**src/rtl/drec_pkg.sv**
```systemverilog
// Shared definitions for the recorder button front end.
// Holds the 2-bit gesture FSM state encoding and the default timing
// widths that suit a 1 MHz system clock.
package drec_pkg;

  localparam logic [1:0] ST_IDLE     = 2'd0;
  localparam logic [1:0] ST_PRESSED  = 2'd1;
  localparam logic [1:0] ST_RELEASED = 2'd2;
  localparam logic [1:0] ST_LONG     = 2'd3;

  // 2^10 cycles ~ 1 ms debounce, 2^19 ~ 0.5 s release window,
  // 2^21 ~ 2 s long-press threshold.
  localparam int DEF_DEBOUNCE_WIDTH = 10;
  localparam int DEF_WAIT_WIDTH     = 19;
  localparam int DEF_LONG_WIDTH     = 21;
  localparam int DEF_MAX_CLICKS     = 3;
  localparam int DEF_CLICK_WIDTH    = 2;

endpackage

```
**src/rtl/multi_click_debounce.sv**
```systemverilog
// debounce: 2-FF synchroniser followed by a stability counter.
// Ports:
//   clk, rst_n : clock, asynchronous active-low reset
//   button     : raw asynchronous input
//   db         : debounced level
//   db_rise    : one-cycle strobe, high in the first cycle db is 1
//   db_fall    : one-cycle strobe, high in the first cycle db is 0
// The debounced level follows the synchronised input only after it has
// differed from db for 2^DEBOUNCE_WIDTH consecutive cycles.
module debounce
  import drec_pkg::*;
#(
  parameter int DEBOUNCE_WIDTH = DEF_DEBOUNCE_WIDTH
) (
  input  logic clk,
  input  logic rst_n,
  input  logic button,
  output logic db,
  output logic db_rise,
  output logic db_fall
);

  logic                      sync_p0;
  logic                      sync_p1;
  logic [DEBOUNCE_WIDTH-1:0] stable_cnt;

  // Synchroniser stage
  always_ff @(posedge clk or negedge rst_n) begin
    if (!rst_n) begin
      sync_p0 <= 1'b0;
      sync_p1 <= 1'b0;
    end else begin
      sync_p0 <= button;
      sync_p1 <= sync_p0;
    end
  end

  // Stability stage: any cycle where the input agrees with db restarts
  // the count, so a bounce never accumulates towards a change.
  always_ff @(posedge clk or negedge rst_n) begin
    if (!rst_n) begin
      stable_cnt <= '0;
      db         <= 1'b0;
      db_rise    <= 1'b0;
      db_fall    <= 1'b0;
    end else begin
      db_rise <= 1'b0;
      db_fall <= 1'b0;
      if (sync_p1 != db) begin
        if (&stable_cnt) begin
          db         <= sync_p1;
          db_rise    <= sync_p1;
          db_fall    <= ~sync_p1;
          stable_cnt <= '0;
        end else begin
          stable_cnt <= stable_cnt + DEBOUNCE_WIDTH'(1);
        end
      end else begin
        stable_cnt <= '0;
      end
    end
  end

endmodule

```
**src/rtl/multi_click.sv**
```systemverilog
// multi_click: button gesture decoder (multi-click count and long press).
// Ports:
//   clk, rst_n  : clock, asynchronous active-low reset
//   button      : raw push-button, active high, asynchronous to clk
//   click_valid : one-cycle pulse when a click gesture completes
//   click_count : clicks in the completed gesture, held until next pulse
//   long_press  : one-cycle pulse when the long-press threshold is hit
//   held        : high while a long press is still held down
module multi_click
  import drec_pkg::*;
#(
  parameter int DEBOUNCE_WIDTH = DEF_DEBOUNCE_WIDTH,
  parameter int WAIT_WIDTH     = DEF_WAIT_WIDTH,
  parameter int LONG_WIDTH     = DEF_LONG_WIDTH,
  parameter int MAX_CLICKS     = DEF_MAX_CLICKS,
  parameter int CLICK_WIDTH    = DEF_CLICK_WIDTH
) (
  input  logic                   clk,
  input  logic                   rst_n,
  input  logic                   button,
  output logic                   click_valid,
  output logic [CLICK_WIDTH-1:0] click_count,
  output logic                   long_press,
  output logic                   held
);

  localparam logic [CLICK_WIDTH-1:0] MAX_CNT = CLICK_WIDTH'(MAX_CLICKS);

  logic                   db;
  logic                   db_rise;
  logic                   db_fall;
  logic [1:0]             state;
  logic [1:0]             state_nx;
  logic [LONG_WIDTH-1:0]  timer;
  logic [CLICK_WIDTH-1:0] cnt;
  logic [CLICK_WIDTH-1:0] cnt_nx;
  logic [CLICK_WIDTH-1:0] count_nx;
  logic                   valid_nx;
  logic                   long_nx;
  logic                   held_nx;
  logic                   win_exp;
  logic                   long_exp;

  debounce #(
    .DEBOUNCE_WIDTH(DEBOUNCE_WIDTH)
  ) u_db (
    .clk    (clk),
    .rst_n  (rst_n),
    .button (button),
    .db     (db),
    .db_rise(db_rise),
    .db_fall(db_fall)
  );

  // One timer serves both the release window (low bits) and the long
  // press threshold (all bits); it restarts on every state change.
  assign win_exp  = &timer[WAIT_WIDTH-1:0];
  assign long_exp = &timer;

  always_comb begin
    state_nx = state;
    cnt_nx   = cnt;
    count_nx = click_count;
    valid_nx = 1'b0;
    long_nx  = 1'b0;
    held_nx  = held;
    case (state)
      ST_IDLE: begin
        if (db_rise) begin
          state_nx = ST_PRESSED;
          cnt_nx   = CLICK_WIDTH'(1);
        end
      end
      ST_PRESSED: begin
        // A release in the expiry cycle still counts as a click.
        if (db_fall) begin
          if (cnt == MAX_CNT) begin
            valid_nx = 1'b1;
            count_nx = cnt;
            cnt_nx   = '0;
            state_nx = ST_IDLE;
          end else begin
            state_nx = ST_RELEASED;
          end
        end else if (long_exp && db) begin
          long_nx  = 1'b1;
          held_nx  = 1'b1;
          cnt_nx   = '0;
          state_nx = ST_LONG;
        end
      end
      ST_RELEASED: begin
        // A new press in the expiry cycle extends the gesture.
        if (db_rise) begin
          if (cnt != MAX_CNT) cnt_nx = cnt + CLICK_WIDTH'(1);
          state_nx = ST_PRESSED;
        end else if (win_exp) begin
          valid_nx = 1'b1;
          count_nx = cnt;
          cnt_nx   = '0;
          state_nx = ST_IDLE;
        end
      end
      ST_LONG: begin
        held_nx = 1'b1;
        if (db_fall) begin
          held_nx  = 1'b0;
          state_nx = ST_IDLE;
        end
      end
      default: begin
        state_nx = ST_IDLE;
        cnt_nx   = '0;
        held_nx  = 1'b0;
      end
    endcase
  end

  // FSM, timer and registered outputs
  always_ff @(posedge clk or negedge rst_n) begin
    if (!rst_n) begin
      state       <= ST_IDLE;
      cnt         <= '0;
      timer       <= '0;
      click_valid <= 1'b0;
      click_count <= '0;
      long_press  <= 1'b0;
      held        <= 1'b0;
    end else begin
      state       <= state_nx;
      cnt         <= cnt_nx;
      click_valid <= valid_nx;
      click_count <= count_nx;
      long_press  <= long_nx;
      held        <= held_nx;
      if (state_nx != state) begin
        timer <= '0;
      end else if (((state == ST_PRESSED) || (state == ST_RELEASED)) && !long_exp) begin
        timer <= timer + LONG_WIDTH'(1);
      end
    end
  end

endmodule

```
**config.mk**
```make
export PLATFORM = sky130hd
export DESIGN_NAME = multi_click
export DESIGN_NICKNAME = d
export VERILOG_FILES = /design/src/rtl/drec_pkg.sv /design/src/rtl/multi_click_debounce.sv /design/src/rtl/multi_click.sv
export SDC_FILE = /design/constraint.sdc
export NUM_CORES = 1
export LEC_CHECK = 0
export CORE_MARGIN = 5
export CORE_UTILIZATION = 53
export CTS_BUF_LIST = sky130_fd_sc_hd__clkbuf_4 sky130_fd_sc_hd__clkbuf_8
export DETAILED_ROUTE_END_ITERATION = 10
export GPL_TIMING_DRIVEN = 0
export PLACE_DENSITY = 0.83
export REMOVE_ABC_BUFFERS = 1
export SKIP_LAST_GASP = 1
export SYNTH_ARGS = -nofsm -noshare
export SYNTH_HDL_FRONTEND = slang
export SYNTH_SLANG_ARGS = --single-unit
```
**constraint.sdc**
```tcl
create_clock -name clk -period 3.39 [get_ports clk]
set_input_delay 0.678 -clock clk [delete_from_list [all_inputs] [get_ports clk]]
set_output_delay 0.678 -clock clk [all_outputs]
set_load 0.05 [all_outputs]
```
# ---- Yosys cells after proc, flatten, opt, wreduce, memory -nomap -nowiden
# Cells that the tools add are included.
dict set report totals {
  ff_bits 45
  input_bits 3
  out_inout_bits 5
  elab_cells 92
}
dict set report op_classes {
  n_addsub 3
  n_eq_ne 18
  muxes 41
  bitwise 1
  n_reduce_logical 16
}
# operator n
set op_table {}
lappend op_table {{2-to-1 mux 21 bit} 2}
lappend op_table {{2-to-1 mux 2 bit} 18}
lappend op_table {{adder 21 x 1 -> 21 bit (second input constant)} 1}
lappend op_table {{AND reduction 21 bit} 1}
lappend op_table {{2-to-1 mux 10 bit} 2}
lappend op_table {{AND reduction 19 bit} 1}
lappend op_table {{2-to-1 mux 1 bit} 14}
lappend op_table {{inequality test 2 bit (second input constant)} 6}
lappend op_table {{AND reduction 11 bit} 1}
lappend op_table {{adder 10 x 1 -> 10 bit (second input constant)} 1}
lappend op_table {{AND reduction 10 bit} 1}
lappend op_table {{one-hot mux 2 bit (4 select lines)} 1}
lappend op_table {{== test 2 bit (second input constant)} 3}
lappend op_table {{inequality test 3 x 2 -> 1 bit (second input constant)} 2}
lappend op_table {{inequality test 3 bit (second input constant)} 2}
lappend op_table {{one-hot mux 2 bit (3 select lines)} 1}
lappend op_table {{AND reduction 6 bit} 1}
lappend op_table {{nonzero test 2 bit} 3}
lappend op_table {{AND reduction 5 bit} 1}
lappend op_table {{inequality test 2 x 1 -> 1 bit (second input constant)} 2}
lappend op_table {{one-hot mux 1 bit (2 select lines)} 2}
lappend op_table {{one-hot mux 2 bit (2 select lines)} 1}
lappend op_table {{AND reduction 3 bit} 1}
lappend op_table {{nonzero test 3 bit} 1}
lappend op_table {{9 further kinds} 10}

# ---- Longest topological paths before layout
dict set report logic_depth {
  word_depth 7
  depth_mapped 10
  mapped_depth_nobuf 8
}

# ---- By module
# A second synthesis with hierarchy kept.
dict set report hier_totals {
  cells_unflattened 263
  area_unflattened_um2 2578.7
}
# module instances cells_per_inst area_each_um2 seq_area_each_um2
set by_module_without_submodules {}
lappend by_module_without_submodules {multi_click 1 205 1918.1 750.7}
lappend by_module_without_submodules {debounce 1 58 660.6 375.4}

# ---- Least setup slack after synthesis
# OpenSTA, ideal clock, no wires.
dict set report synth_path {
  path_kind {register to register}
  startpoint {reg timer[0]}
  endpoint {reg timer[0]}
  setup_ns 0.072
  arrival_ns 2.347
  required_ns 3.318
  setup_slack_ns 0.971
  path_stages_with_launch 9
  n_path_buf 1
  synth_period_minus_slack_ns 2.419
  cell_sequence {dfrtp_1 > ha_1 > nand3_1 > or4_4 > nor4_4 > nor4_1 > or4b_4 > buf_6 > nor2_1}
}
dict set report synth_via {
  elab_chain_len 7
  word_cells_on_any_way 15
  cone_classes {1 x add/sub; 1 x eq/ne; 7 x mux; 6 x reduce/logical}
}
# element line
set synth_rtl {}
lappend synth_rtl {{start, declared} multi_click.sv:34} ;# logic [LONG_WIDTH-1:0] timer;
lappend synth_rtl {{start signal, assigned} multi_click.sv:139} ;# timer <= timer + LONG_WIDTH'(1);
lappend synth_rtl {{AND reduction 21 bit} multi_click.sv:58} ;# assign long_exp = &timer;
lappend synth_rtl {{logical AND 1 bit} multi_click.sv:85} ;# end else if (long_exp && db) begin
lappend synth_rtl {{2-to-1 mux 2 bit} multi_click.sv:85}
lappend synth_rtl {{2-to-1 mux 2 bit} multi_click.sv:76} ;# if (db_fall) begin
lappend synth_rtl {{one-hot mux 2 bit (4 select lines)} multi_click.sv:67} ;# case (state)
lappend synth_rtl {{inequality test 2 bit} multi_click.sv:136} ;# if (state_nx != state) begin
lappend synth_rtl {{2-to-1 mux 21 bit or nonzero test 2 bit (tied branches)} --}
# Several ways; a longest one is shown, not always the timed one. The select of a mux whose other input is x is not followed.
# A chain may end at the register's enable or synchronous reset.

# ---- Worst setup path after layout
dict set report layout_path {
  startpoint {reg timer[0]}
  endpoint {reg timer[19]}
}
# The elaborated chain is that of the path after synthesis.

==> metrics.log <==
[metrics] count of state elements after synthesis: 45
[metrics] reg2reg start: timer[0]
[metrics] final weighted congestion of routability-driven global placement: roughly 0.81
[metrics] final period demand of the worst path: about 2600 ps
[metrics] Worst Hold Slack: slightly below 300 ps
[metrics] number of buffers added to fix hold violations after cts: 0
[metrics] Layout fillers: between 300 and 400
[metrics] via count of the first global-routing pass: 1606
[metrics] Distinct cells, synth: 41
[metrics] Remaining DRCs: 0
[metrics] post-synthesis cell type with the largest combined area: dfrtp_1
[metrics] Setup TNS Final: 0 ps
[metrics] area added between synthesis and finish: 8.440%
[metrics] final-report hold violation count: 0
[metrics] R2R Path End: timer[19]
[metrics] # setup viols final: 0
[metrics] number of vias after detailed routing: around 1700
[metrics] maximum fanout encountered on the critical timing path: 21
[metrics] number of DRC markers after the initial detailed-route iteration: 186
[metrics] Max-cap violations: 0
[metrics] clock latency on the worst-skew pair: approximately 300 ps
[metrics] type of element capturing the critical path: register
[metrics] power density relative to cell area: between 300 and 400 nW/um2
[metrics] leftover overflow at the end of global routing: 0
[metrics] required time reported for the critical path endpoint: ~3600 ps
[metrics] cell count after synthesis: 238
[metrics] count of warnings emitted by yosys: 0
[metrics] CTS H-tree lvls: 2
[metrics] Site Rows: 24
[metrics] category of the worst setup path launch point: register
[metrics] setup slack of the most critical reg-to-reg path: approximately 760 ps
[metrics] antenna violations before repair: 0
[metrics] wire length of the first global-routing pass: 7.017 mm
[metrics] Hold Path Class: in -> async
[metrics] Detail Route Antenna Nets: 0
[metrics] main area contributors after synthesis: dfrtp_1 48%, nor2_1 7.1%, xnor2_1 5.2%, xor2_1 5.2%, ha_1 3.7%
[metrics] post-synth design cell area: between 2000 and 2500 um2
[metrics] post-detailed-route via-to-cell ratio: between 5 and 6
[metrics] outcome: finished, final reports clean
[metrics] clock sink count: 45
[metrics] area share of the largest cell type after synthesis: approximately 48%
[metrics] arrival time reported for the critical path endpoint: 2850 ps
[metrics] core area: between 4000 and 5000 um2
[metrics] number of optimization iterations in the first detailed-route pass: 4
[metrics] Placed Cells: 291
[metrics] pin count of the biggest net entering global routing: 30
[metrics] Layout Cells excl Fill: approximately 300
[metrics] Clock Skews: approximately 6.4 ps
[metrics] maximum ir drop on the vdd rail: ~0.26 mV
[metrics] TritonCTS buffer count: 5
[metrics] Post-synth EDFFs: 0
[metrics] Resize count post-CTS: 0
[metrics] Root Driver: clkbuf_8
[metrics] Die X: around 76 um
[metrics] depth of the worst register-to-register path: 7
[metrics] final slew viol count: 0
[metrics] largest buffer count on any clock path: 2
[metrics] vertical extent of the die: roughly 76 um
[metrics] slew at the pin with the worst max-slew slack: between 600 and 700 ps
[metrics] commonest cells in the netlist: 45 x dfrtp_1, 44 x nor2_1, 19 x nand2_1
[metrics] part of the cycle the worst path needs: 77.51%
[metrics] fraction of synthesis flops using an asynchronous set or reset pin: between 90% and 100%
[metrics] estimated wirelength of the detail-placed design: between 2 and 3 mm
[metrics] post-DR wirelength/cell: about 13 um
[metrics] setup repair after global routing missed its margin: no
[metrics] Final Power: roughly 900 uW
[metrics] diode count: 0
[metrics] GR Util All Layers: between 10 and 15%
[metrics] cell with the most instances after synthesis: dfrtp_1
[metrics] Leakage: between 0.001 and 0.0015 uW
[metrics] synthesized area per cell: a little under 10 um2
[metrics] Slew headroom: roughly 54%
[metrics] Worst-path clk slew: ~70 ps
[metrics] setup repair bufs after CTS: 0
[metrics] post-synthesis sequential area ratio: 48.08%
[metrics] final net count: around 260
[metrics] share of cells above drive strength 1: under 10%
[metrics] Crit Path Category: reg -> reg
[metrics] starting utilization of the core area: 54.17%
[metrics] number of port buffers: 7
[metrics] number of primary I/O pins: 8
[metrics] clock tree from TritonCTS: done
[metrics] Die Area: between 5000 and 6000 um2
[metrics] achievable clock frequency: ~0.38 GHz
[metrics] Synth Flop Type: dfrtp_1
[metrics] sum of routed wire length over all layers: slightly below 4 mm
[worst max-delay path by stage]
stage | from | to | cells past startpoint
2_1_floorplan | timer[0] | timer[0] | 7
3_3_place_gp | rst_n | click_valid | 1
3_5_place_dp | timer[0] | timer[18] | 7
4_1_cts | timer[0] | timer[0] | 7
5_1_grt | timer[0] | click_count[1] | 7
6_report | timer[0] | timer[19] | 7
[power by group]
group / switching, uW / internal, uW / leakage (uW)
logic: 14.7 / 7.28 / 0.000503
clock network: 166 / 170 / 0.0000498
registers: 4.20 / 540 / 0.000622
[final cells by class]
cell class	instances	area, um2	share of cell area (%)
clock buffer	8	91.34	3.596
inverter	7	26.28	1.034
tap	52	65.06	2.562
sequential	45	1126	44.33
timing repair buffer	8	85.08	3.350
multi-input combinational	179	1146	45.12
[logic make-up after synthesis]
group / share of synthesized area [%]
AOI/OAI and AO/OA: 5.556
xor gates and xnor gates: 10.47
adders and majority gates: 3.739
buffers and inverters: 2.992
DFF: 48.08
muxes: 3.686
and+or+nand+nor: 25.48
[critical path, cell delays in order (launching register included)]
cell     delay (ps)
dfrtp_1         410
ha_1            190
nand3_1         190
or4_4           590
nor4_4          300
nor4_1           80
or4b_4          630
nor2_1          160
[flip-flops by register name (all words and copies together), names as in the netlist]
name and flops:
state 2, u_db.stable_cnt 10, click_count 2, long_press 1, timer 21, u_db.db_fall 1
u_db.sync_p0 1, u_db.db_rise 1, u_db.sync_p1 1, cnt 2, u_db.db 1, click_valid 1
held 1
[stage by stage]
stage / worst slack, ps / util [%] / cell area, um2
finish: 762.3 / 58.74 / 2540
global route: 561.1 / 58.74 / 2540
CTS: 768.4 / 58.74 / 2540
detailed placement: 765.1 / 56.63 / 2449
global placement: 485.4 / 56.28 / 2434
floorplan: 989.0 / - / 2298
[metal layers]
| metal | global-route usage [%] | share of wire, % | wire (um) | up-vias |
|---|---|---|---|---|
| li1 | - | - | - | 834 |
| met1 | 18.22 | 46 | 1834 | 786 |
| met2 | 23.54 | 48 | 1895 | 27 |
| met3 | 3.546 | 3.3 | 129 | 11 |
| met4 | 6.294 | 2.3 | 90 | 0 |
| met5 | 0 | 0 | 0 | - |
[cell usage in the layout (no fill, tap or decap), drive strengths merged, types with 4 or more instances in the layout]
master	instances
dfrtp	45
nor2	44
nand2	19
xnor2	14
xor2	14
nand3	13
nor3	9
clkbuf	8
inv	7
ha	7
nand4	7
clkdlybuf4s50	6
nor4	6
mux2	5
and3	5
a21oi	4
(Power assumes the default switching activity.)
